`src/rtl/light_phase_timer_if.sv`:
```
// Light/config bus between the traffic light controller side and the phase timer.
interface light_phase_timer_if #(
    parameter int CNT_W = 16
);
    logic             green_light;
    logic             yellow_light;
    logic             red_light;
    logic             sensor_raw;
    logic [CNT_W-1:0] cfg_green;
    logic [CNT_W-1:0] cfg_yellow;
    logic             load_cfg;
    logic             sensor;
    logic [CNT_W-1:0] green_downcnt;
    logic [CNT_W-1:0] yellow_downcnt;
    logic             phase_err;

    modport master (
        output green_light, yellow_light, red_light, sensor_raw,
        output cfg_green, cfg_yellow, load_cfg,
        input  sensor, green_downcnt, yellow_downcnt, phase_err
    );

    modport slave (
        input  green_light, yellow_light, red_light, sensor_raw,
        input  cfg_green, cfg_yellow, load_cfg,
        output sensor, green_downcnt, yellow_downcnt, phase_err
    );
endinterface

```
`src/rtl/light_phase_timer.sv`:
```
// Phase timers, programmable phase lengths, sensor debounce and light-encoding
// check for the traffic light controller. All outputs are registered.
module light_phase_timer #(
    parameter int CNT_W        = 16,
    parameter int GREEN_TICKS  = 20,
    parameter int YELLOW_TICKS = 4,
    parameter int TICK_DIV     = 1,
    parameter int DEBOUNCE     = 3
) (
    input  logic               clock,
    input  logic               reset,
    light_phase_timer_if.slave bus
);
    localparam int               PW       = (TICK_DIV > 1) ? $clog2(TICK_DIV) : 1;
    localparam int               DW       = $clog2(DEBOUNCE + 1);
    localparam logic [PW-1:0]    PRE_LAST = PW'(TICK_DIV - 1);
    localparam logic [DW-1:0]    DB_MAX   = DW'(DEBOUNCE);
    localparam logic [CNT_W-1:0] G_RST    = CNT_W'(GREEN_TICKS);
    localparam logic [CNT_W-1:0] Y_RST    = CNT_W'(YELLOW_TICKS);

    typedef enum logic [1:0] {T_RED, T_GREEN, T_YELLOW} phase_t;

    phase_t           state_q, state_d;
    logic             entry;
    logic [CNT_W-1:0] green_len_q, green_len_d, yellow_len_q, yellow_len_d;
    logic [CNT_W-1:0] pend_g_q, pend_g_d, pend_y_q, pend_y_d;
    logic             pend_q, pend_d;
    logic [PW-1:0]    pre_q, pre_d, pre_cur;
    logic             tick;
    logic [CNT_W-1:0] green_cnt_q, green_cnt_d, yellow_cnt_q, yellow_cnt_d;
    logic [DW-1:0]    deb_q, deb_d;
    logic             sensor_q, sensor_d;
    logic             err_q, err_d;
    logic             first_q, first_d;

    // A zero length would make a phase end before it starts; force at least one tick.
    function automatic logic [CNT_W-1:0] clamp1(input logic [CNT_W-1:0] v);
        return (v == '0) ? CNT_W'(1) : v;
    endfunction

    // Next phase follows whichever light is high (green wins on illegal overlap).
    always_comb begin
        state_d = state_q;
        if (bus.green_light)       state_d = T_GREEN;
        else if (bus.yellow_light) state_d = T_YELLOW;
        else if (bus.red_light)    state_d = T_RED;
        entry = (state_d != state_q);
    end

    // Phase state register.
    always_ff @(posedge clock) begin
        if (reset) state_q <= T_RED;
        else       state_q <= state_d;
    end

    // Config capture/apply, prescaler, down-counters, debounce and error flag.
    always_comb begin
        pend_g_d     = pend_g_q;
        pend_y_d     = pend_y_q;
        pend_d       = pend_q;
        green_len_d  = green_len_q;
        yellow_len_d = yellow_len_q;

        // A load arriving while red is active is applied in the same cycle.
        if (bus.load_cfg) begin
            pend_g_d = clamp1(bus.cfg_green);
            pend_y_d = clamp1(bus.cfg_yellow);
            pend_d   = 1'b1;
        end
        if (pend_d && bus.red_light && state_d == T_RED) begin
            green_len_d  = pend_g_d;
            yellow_len_d = pend_y_d;
            pend_d       = 1'b0;
        end

        // Prescaler restarts on entry so the first decrement lands TICK_DIV clocks in.
        pre_cur = entry ? '0 : pre_q;
        tick    = (pre_cur == PRE_LAST);
        pre_d   = tick ? '0 : pre_cur + PW'(1);

        // Idle counters track the (possibly just updated) length so they are preloaded.
        if (state_d == T_GREEN)
            green_cnt_d = (tick && green_cnt_q != '0) ? green_cnt_q - CNT_W'(1) : green_cnt_q;
        else
            green_cnt_d = green_len_d;
        if (state_d == T_YELLOW)
            yellow_cnt_d = (tick && yellow_cnt_q != '0) ? yellow_cnt_q - CNT_W'(1) : yellow_cnt_q;
        else
            yellow_cnt_d = yellow_len_d;

        // Slow attack, fast release.
        if (bus.sensor_raw) deb_d = (deb_q == DB_MAX) ? deb_q : deb_q + DW'(1);
        else                deb_d = '0;
        sensor_d = bus.sensor_raw && (deb_d == DB_MAX);

        // The first cycle out of reset is skipped while the controller settles.
        err_d   = err_q | (!first_q &&
                  !$onehot({bus.red_light, bus.green_light, bus.yellow_light}));
        first_d = 1'b0;
    end

    // Datapath registers.
    always_ff @(posedge clock) begin
        if (reset) begin
            green_len_q  <= G_RST;
            yellow_len_q <= Y_RST;
            pend_g_q     <= '0;
            pend_y_q     <= '0;
            pend_q       <= 1'b0;
            pre_q        <= '0;
            green_cnt_q  <= G_RST;
            yellow_cnt_q <= Y_RST;
            deb_q        <= '0;
            sensor_q     <= 1'b0;
            err_q        <= 1'b0;
            first_q      <= 1'b1;
        end else begin
            green_len_q  <= green_len_d;
            yellow_len_q <= yellow_len_d;
            pend_g_q     <= pend_g_d;
            pend_y_q     <= pend_y_d;
            pend_q       <= pend_d;
            pre_q        <= pre_d;
            green_cnt_q  <= green_cnt_d;
            yellow_cnt_q <= yellow_cnt_d;
            deb_q        <= deb_d;
            sensor_q     <= sensor_d;
            err_q        <= err_d;
            first_q      <= first_d;
        end
    end

    assign bus.sensor         = sensor_q;
    assign bus.green_downcnt  = green_cnt_q;
    assign bus.yellow_downcnt = yellow_cnt_q;
    assign bus.phase_err      = err_q;
endmodule

```
`src/flat_wrapper.sv`:
```
// flat-port wrapper written by rule: the top's interface ports become plain ports
module light_phase_timer_flat 
#(
    parameter int CNT_W        = 16,
    parameter int GREEN_TICKS  = 20,
    parameter int YELLOW_TICKS = 4,
    parameter int TICK_DIV     = 1,
    parameter int DEBOUNCE     = 3
)
  (clock, reset, bus_green_light, bus_yellow_light, bus_red_light, bus_sensor_raw, bus_cfg_green, bus_cfg_yellow, bus_load_cfg, bus_sensor, bus_green_downcnt, bus_yellow_downcnt, bus_phase_err);
  light_phase_timer_if #(.CNT_W(CNT_W)) bus_i ();
  input  logic clock;
  input  logic reset;
  input wire logic [$bits(bus_i.green_light)-1:0] bus_green_light;
  input wire logic [$bits(bus_i.yellow_light)-1:0] bus_yellow_light;
  input wire logic [$bits(bus_i.red_light)-1:0] bus_red_light;
  input wire logic [$bits(bus_i.sensor_raw)-1:0] bus_sensor_raw;
  input wire logic [$bits(bus_i.cfg_green)-1:0] bus_cfg_green;
  input wire logic [$bits(bus_i.cfg_yellow)-1:0] bus_cfg_yellow;
  input wire logic [$bits(bus_i.load_cfg)-1:0] bus_load_cfg;
  output wire logic [$bits(bus_i.sensor)-1:0] bus_sensor;
  output wire logic [$bits(bus_i.green_downcnt)-1:0] bus_green_downcnt;
  output wire logic [$bits(bus_i.yellow_downcnt)-1:0] bus_yellow_downcnt;
  output wire logic [$bits(bus_i.phase_err)-1:0] bus_phase_err;
  assign bus_i.green_light = bus_green_light;
  assign bus_i.yellow_light = bus_yellow_light;
  assign bus_i.red_light = bus_red_light;
  assign bus_i.sensor_raw = bus_sensor_raw;
  assign bus_i.cfg_green = bus_cfg_green;
  assign bus_i.cfg_yellow = bus_cfg_yellow;
  assign bus_i.load_cfg = bus_load_cfg;
  assign bus_sensor = bus_i.sensor;
  assign bus_green_downcnt = bus_i.green_downcnt;
  assign bus_yellow_downcnt = bus_i.yellow_downcnt;
  assign bus_phase_err = bus_i.phase_err;
  light_phase_timer #(.CNT_W(CNT_W), .GREEN_TICKS(GREEN_TICKS), .YELLOW_TICKS(YELLOW_TICKS), .TICK_DIV(TICK_DIV), .DEBOUNCE(DEBOUNCE)) u_core (.clock(clock), .reset(reset), .bus(bus_i));
endmodule
```
`config.mk`:
```
export PLATFORM = sky130hd
export DESIGN_NAME = light_phase_timer_flat
export DESIGN_NICKNAME = d
export VERILOG_FILES = /design/src/rtl/light_phase_timer_if.sv /design/src/rtl/light_phase_timer.sv /design/src/flat_wrapper.sv
export SDC_FILE = /design/constraint.sdc
export NUM_CORES = 1
export LEC_CHECK = 0
export BUFFER_PORTS_ARGS = -buffer_cell sky130_fd_sc_hd__clkbuf_2
export CAP_MARGIN = 40
export CORE_ASPECT_RATIO = 0.7
export CORE_MARGIN = 1
export CORE_UTILIZATION = 59
export CTS_BUF_LIST = sky130_fd_sc_hd__clkbuf_8
export DETAILED_ROUTE_END_ITERATION = 10
export PLACE_DENSITY = 0.82
export SLEW_MARGIN = 20
export SYNTH_ARGS = -nofsm -noshare
export SYNTH_HDL_FRONTEND = slang
export SYNTH_SLANG_ARGS = --single-unit
```
`constraint.sdc`:
```
create_clock -name clock -period 3.4 [get_ports clock]
set_clock_uncertainty 0.2 [all_clocks]
set_input_delay 0.51 -clock clock [delete_from_list [all_inputs] [get_ports clock]]
set_output_delay 0.51 -clock clock [all_outputs]
set_load 0.02 [all_outputs]
```
## Yosys cells after proc, flatten, opt, wreduce, memory -nomap -nowiden

Cells that the tools add are included.

| storage, ports and cells | value |
|---|---|
| memory bits (read-only) | 0 |
| output and inout port bits | 34 |
| bits in writable memories | 0 |
| memories | 0 |
| register bits | 105 |
| bits of input ports | 39 |
| word-level logic and storage cells | 62 |
| bits in latches | 0 |

| cells by class | value |
|---|---|
| reductions and logical operators | 15 |
| equal/unequal tests | 8 |
| multiply operators | 0 |
| magnitude comparators | 0 |
| shift operators | 0 |
| add/sub/neg operators | 6 |
| muxes and demuxes | 18 |
| bitwise gates (word level) | 2 |
| divide/modulo/power cells | 0 |

Operators with widths:

| operator | number |
|---|---|
| $mux W16 | 10 |
| $logic_not A16 Y1 | 2 |
| $reduce_bool A16 Y1 | 2 |
| $sub A16 B1 Y16 const B | 2 |
| $mux W2 | 5 |
| $eq A2 B2 Y1 const B | 3 |
| $logic_and A1 B1 Y1 | 6 |
| $eq A2 B1 Y1 const B | 2 |
| $ne A2 B2 Y1 const B | 2 |
| $reduce_or A2 Y1 | 2 |
| $mux W1 | 3 |
| $add A1 B1 Y2 | 1 |
| $add A2 B1 Y2 | 1 |
| $add A2 B1 Y2 const B | 1 |
| $logic_not A1 Y1 | 2 |
| $logic_not A2 Y1 | 1 |
| $ne A2 B2 Y1 | 1 |
| $add A1 B1 Y1 const B | 1 |
| $not A1 Y1 | 1 |
| $or A1 B1 Y1 | 1 |

## Depth between registers and ports, before layout

| logic depth | value |
|---|---|
| depth after elaboration | 9 |
| gate-level depth with buffers | 8 |
| mapped depth without buffers | 7 |

## Least setup slack after synthesis

OpenSTA, ideal clock, no wires.

| timing | value |
|---|---|
| kind | reg2reg |
| start | reg u_core.yellow_cnt_q[0] (netlist: u_core.bus.yellow_downcnt[0]) |
| end | reg u_core.yellow_cnt_q[2] (netlist: u_core.bus.yellow_downcnt[2]) |
| required time | 3072 ps |
| arrival time | 2165 ps |
| library setup time | 128 ps |
| cell stages (with the launch flop) | 9 |
| buffers on the path | 1 |
| slack | 907 ps |
| period minus slack after synthesis | 2493 ps |
| cells stage by stage | dfxtp_1 -> inv_1 -> ha_1 -> or4b_4 -> nor4_4 -> a21oi_2 -> buf_6 -> a2111oi_4 -> a211oi_2 |

| between the ends | value |
|---|---|
| cells in the longest elaborated chain, start to end | 3 |
| elaborated cells between the ends (all ways) | 6 |
| classes of those cells | add/sub (1); eq/ne (1); mux (2); reduce/logical (2) |

RTL lines:

| element | RTL line | source |
|---|---|---|
| from (decl) | light_phase_timer.sv:30 | `logic [CNT_W-1:0] green_cnt_q, green_cnt_d, yellow_cnt_q, yellow_cnt_d;` |
| from (signal assigned) | light_phase_timer.sv:125 | `yellow_cnt_q <= yellow_cnt_d;` |
| $sub A16 B1 Y16 / $reduce_bool A16 Y1 (equally long branches) | light_phase_timer.sv:87 | `yellow_cnt_d = (tick && yellow_cnt_q != '0) ? yellow_cnt_q - CNT_W'(1) : yellow_cnt_q;` |
| $mux W16 / $logic_and A1 B1 Y1 (equally long branches) | light_phase_timer.sv:87 |  |
| $mux W16 / $ne A2 B2 Y1 (equally long branches) | n/a |  |

Several ways; a longest one is shown, not always the timed one. The select of a mux whose other input is x is not followed.
A chain may end at the register's enable or synchronous reset.

## Worst setup path in the final report

| timing | value |
|---|---|
| start | reg u_core.yellow_cnt_q[0] (netlist: u_core.bus.yellow_downcnt[0]) |
| end | reg u_core.yellow_cnt_q[11] (netlist: u_core.bus.yellow_downcnt[11]) |

The elaborated chain is that of the path after synthesis.

==> impl_metrics.toml <==
[detailed_routing]
route.antenna.remaining_nets = 0
routed_wl_microns = 12100
via_count = 4267
vias_per_cell = 6.28
drt-wirelength-per-cell_microns = 17.8
drcViolationCount = 0
drtPass1Iterations = 6
drt-initial-drc-count = 430

[yosys]
synthAdderAreaFrac_pct = 0.945
synth_edf_count = 0
netlist_area_sq_um = 4770
ys_ff_latch = 105
synth-simple-area-share_pct = 23.5
syn_nets = 553
synth_area_per_cell_sq_um = 9.33
synth.area.mux_share_pct = 9.08
synth_compound_area_share_pct = 18.1
synth_ff_type = "dfxtp_1"
yosysWarnings = 0
ys_seq_area_share_pct = 44.1
async_reset_ff_share_pct = 0
synth-xor-area-share_pct = 0.735
synth_cells = 511
ys_types = 71
synth_top_family_by_area = "simple AND/OR/NAND/NOR gates"

[cts]
postCtsSetupRepairBufs = 0
cts_root_buf = "clkbuf_8"
clockBufferDepth = 2
ctsHoldBuffers = 0
cts_resized = 0
numCtsBuffers = 9
cts_tree = "yes"
insertion_delay_ps = 380
h-tree-depth = 3
cts_sinks = 105
clk_pin_slew_ps = 110

[floorplan]
die_area_sq_um = 8450
coreArea_sq_um = 7840
die_x_microns = 109
start_util_pct = 60.8
fp-row-count = 27
die_h_microns = 77.2
top_level_ports = 73

[worst_setup_path]
cp.arrival_ps = 2840
cp.required_ps = 3470
cpMaxStageDelayCell = "or4b_4"
rrSetupSlack_ps = 620
crit_family = "simple AND/OR/NAND/NOR gates"
reg2regPathDepth = 7
path_max_fanout = 13
path_depth = 7
worstSetupEndpointType = "register"
crit_start = "u_core.bus.yellow_downcnt[0]"
rr_endpoint = "u_core.bus.yellow_downcnt[11]"
crit_path_max_incr_delay_ps = 550
worstSetupPathType = "register to register"
worst_setup_path_start_kind = "register"
cp_cell_sequence = "inv_1 > ha_1 > or4b_4 > nor4_4 > a21oi_2 > and3_1 > a221o_1"
worstPathBufferInverterCount = 1
r2r_start = "u_core.bus.yellow_downcnt[0]"
crit_end = "u_core.bus.yellow_downcnt[11]"

[placement]
portBuffers = 72
hpwl_microns = 8660
place.gp.congestion = 0.955

[sta]
max_slew_margin_pct = 43.4
timing_hold_violations_final = 0
rsz0062_at_grt = "no"
min_period_over_period_pct = 81.6
min_period_ps = 2780
finalSetupTns_ps = 0
fmax_ghz = 0.360
worst_pin_slew_ps = 846
setup_viol = 0
final_max_slew_viol_count = 0

[final_layout]
drive_gt1_share_pct = 20.9
n_fill_cell = 649
fin_util_pct = 68.7
nNetsFinal = 615
antenna_cells = 0
area_growth_pct = 13.0

[global_routing]
first_global_vias = 3837
grt_usage_pct = 29.9
antenna_found_initial = 0
grt_max_degree = 71
overflow = 0
grt_pass1_wl_microns = 19300

[power]
p_leak_nw = 2.22
p_per_area_nw_per_um2 = 475
ir_drop_mv = 0.217

[job]
drv_cap = 0

[outcome]
status = "finished clean"

[worst_hold_path]
hold_path.class = "input port to register"
==> kinds of logic (layout without fill, tap and decap cells) <==
group	count (synthesis)	in the layout
DFF	105	105
muxes	42	42
AOI/OAI and AO/OA	112	112
other	1	1
and+or+nand+nor	205	205
xor gates and xnor gates	4	4
adders and majority gates	3	3
buffers and inverters	39	106
==> sequential cells by signal, indices dropped and copies added (netlist names) <==
name / cells
u_core.pend_g_q: 16
u_core.bus.green_downcnt: 16
u_core.green_len_q: 16
u_core.yellow_len_q: 16
u_core.state_q: 2
u_core.first_q: 1
u_core.bus.yellow_downcnt: 16
u_core.pre_q: 1
u_core.pend_q: 1
u_core.bus.phase_err: 1
u_core.pend_y_q: 16
u_core.deb_q: 2
u_core.bus.sensor: 1
==> cell usage in the layout, fill, tap and decap left out, drive strengths merged, types with 13 or more instances in the layout <==
| cell type | n |
|---|---|
| a21oi | 22 |
| dfxtp | 105 |
| nor2 | 74 |
| nor2b | 14 |
| or3 | 13 |
| clkbuf | 81 |
| mux2i | 32 |
| nand2 | 15 |
| inv | 14 |
| nor4 | 19 |
==> final cells by class <==
type,instances,area [sq um],share of cell area [%]
well taps,101,126,2.35
clock inverters,7,62.6,1.16
clock buffers,9,124,2.30
repair buffers,81,440,8.17
multi-input cells,367,2500,46.4
inverters,9,33.8,0.627
flip-flops and latches,105,2100,39.0
==> synth_stat cells, types with 6 or more instances <==
| master | number | area [sq um] |
|---|---|---|
| nand2b_1 | 7 | 43.8 |
| clkbuf_1 | 17 | 63.8 |
| or3_1 | 13 | 81.3 |
| nand4_1 | 6 | 37.5 |
| or4_1 | 9 | 67.6 |
| a31oi_1 | 6 | 37.5 |
| nor2_1 | 74 | 278 |
| a211oi_1 | 9 | 67.6 |
| o31a_1 | 12 | 105 |
| nor3_1 | 10 | 50.1 |
| mux2_2 | 10 | 113 |
| dfxtp_1 | 105 | 2100 |
| o21ai_0 | 7 | 35.0 |
| o211ai_1 | 8 | 60.1 |
| nor4_1 | 18 | 113 |
| a21oi_1 | 21 | 105 |
| nand2_1 | 14 | 52.6 |
| nor2b_1 | 14 | 87.6 |
| inv_1 | 9 | 33.8 |
| mux2i_1 | 32 | 320 |
| nand3_1 | 7 | 35.0 |
| o22a_1 | 9 | 78.8 |
==> worst min path at each step <==
stage                          from              end  slack [ps]  depth (start not counted)
floorplan           u_core.deb_q[0]  u_core.deb_q[0]         210                          1
global placement    u_core.deb_q[0]  u_core.deb_q[0]         220                          1
detailed placement  u_core.deb_q[0]  u_core.deb_q[0]         230                          1
CTS                  bus_sensor_raw  u_core.deb_q[1]         200                          3
global route         bus_sensor_raw  u_core.deb_q[1]         190                          3
finish               bus_sensor_raw  u_core.deb_q[0]         200                          3
==> worst reg2reg max path: cells and delay by family (launching register included) <==
family	cells	cell delay, ps
adder cells (fa/ha/maj)	1	270
flip-flops	1	410
AND/OR/NAND/NOR	3	1190
AO/OA/AOI/OAI	2	500
buffers and inverters	1	100
==> report_power, final <==
group / internal, W / switching (W)
clock network: 0.000281 / 0.000463
registers: 0.00130 / 0.0000567
logic: 0.000176 / 0.000283
total: 0.00176 / 0.000803
==> stage by stage <==
| step | setup WS [ps] | cells | hold slack [ps] | total power (W) | cell area, sq um |
|---|---|---|---|---|---|
| global placement | 646 | 662 | 216 | 0.00181 | 5190 |
| CTS | 655 | 678 | 198 | 0.00255 | 5380 |
| detailed placement | 540 | 662 | 225 | 0.00183 | 5190 |
| global route | 570 | 679 | 194 | 0.00266 | 5390 |
| floorplan | 907 | 511 | 208 | 0.00168 | 4770 |
| finish | 625 | 679 | 198 | 0.00256 | 5390 |
==> layer usage <==
layer  vias up  part of all wire (%)  track usage [%]
li1       2025                     -                -
met1      2018                    49             46.1
met5         -                     0                0
met2       207                    41             41.5
met4         0                  0.87             7.07
met3        17                   9.9             6.80
No activity file was read; power rests on OpenSTA's default activity.
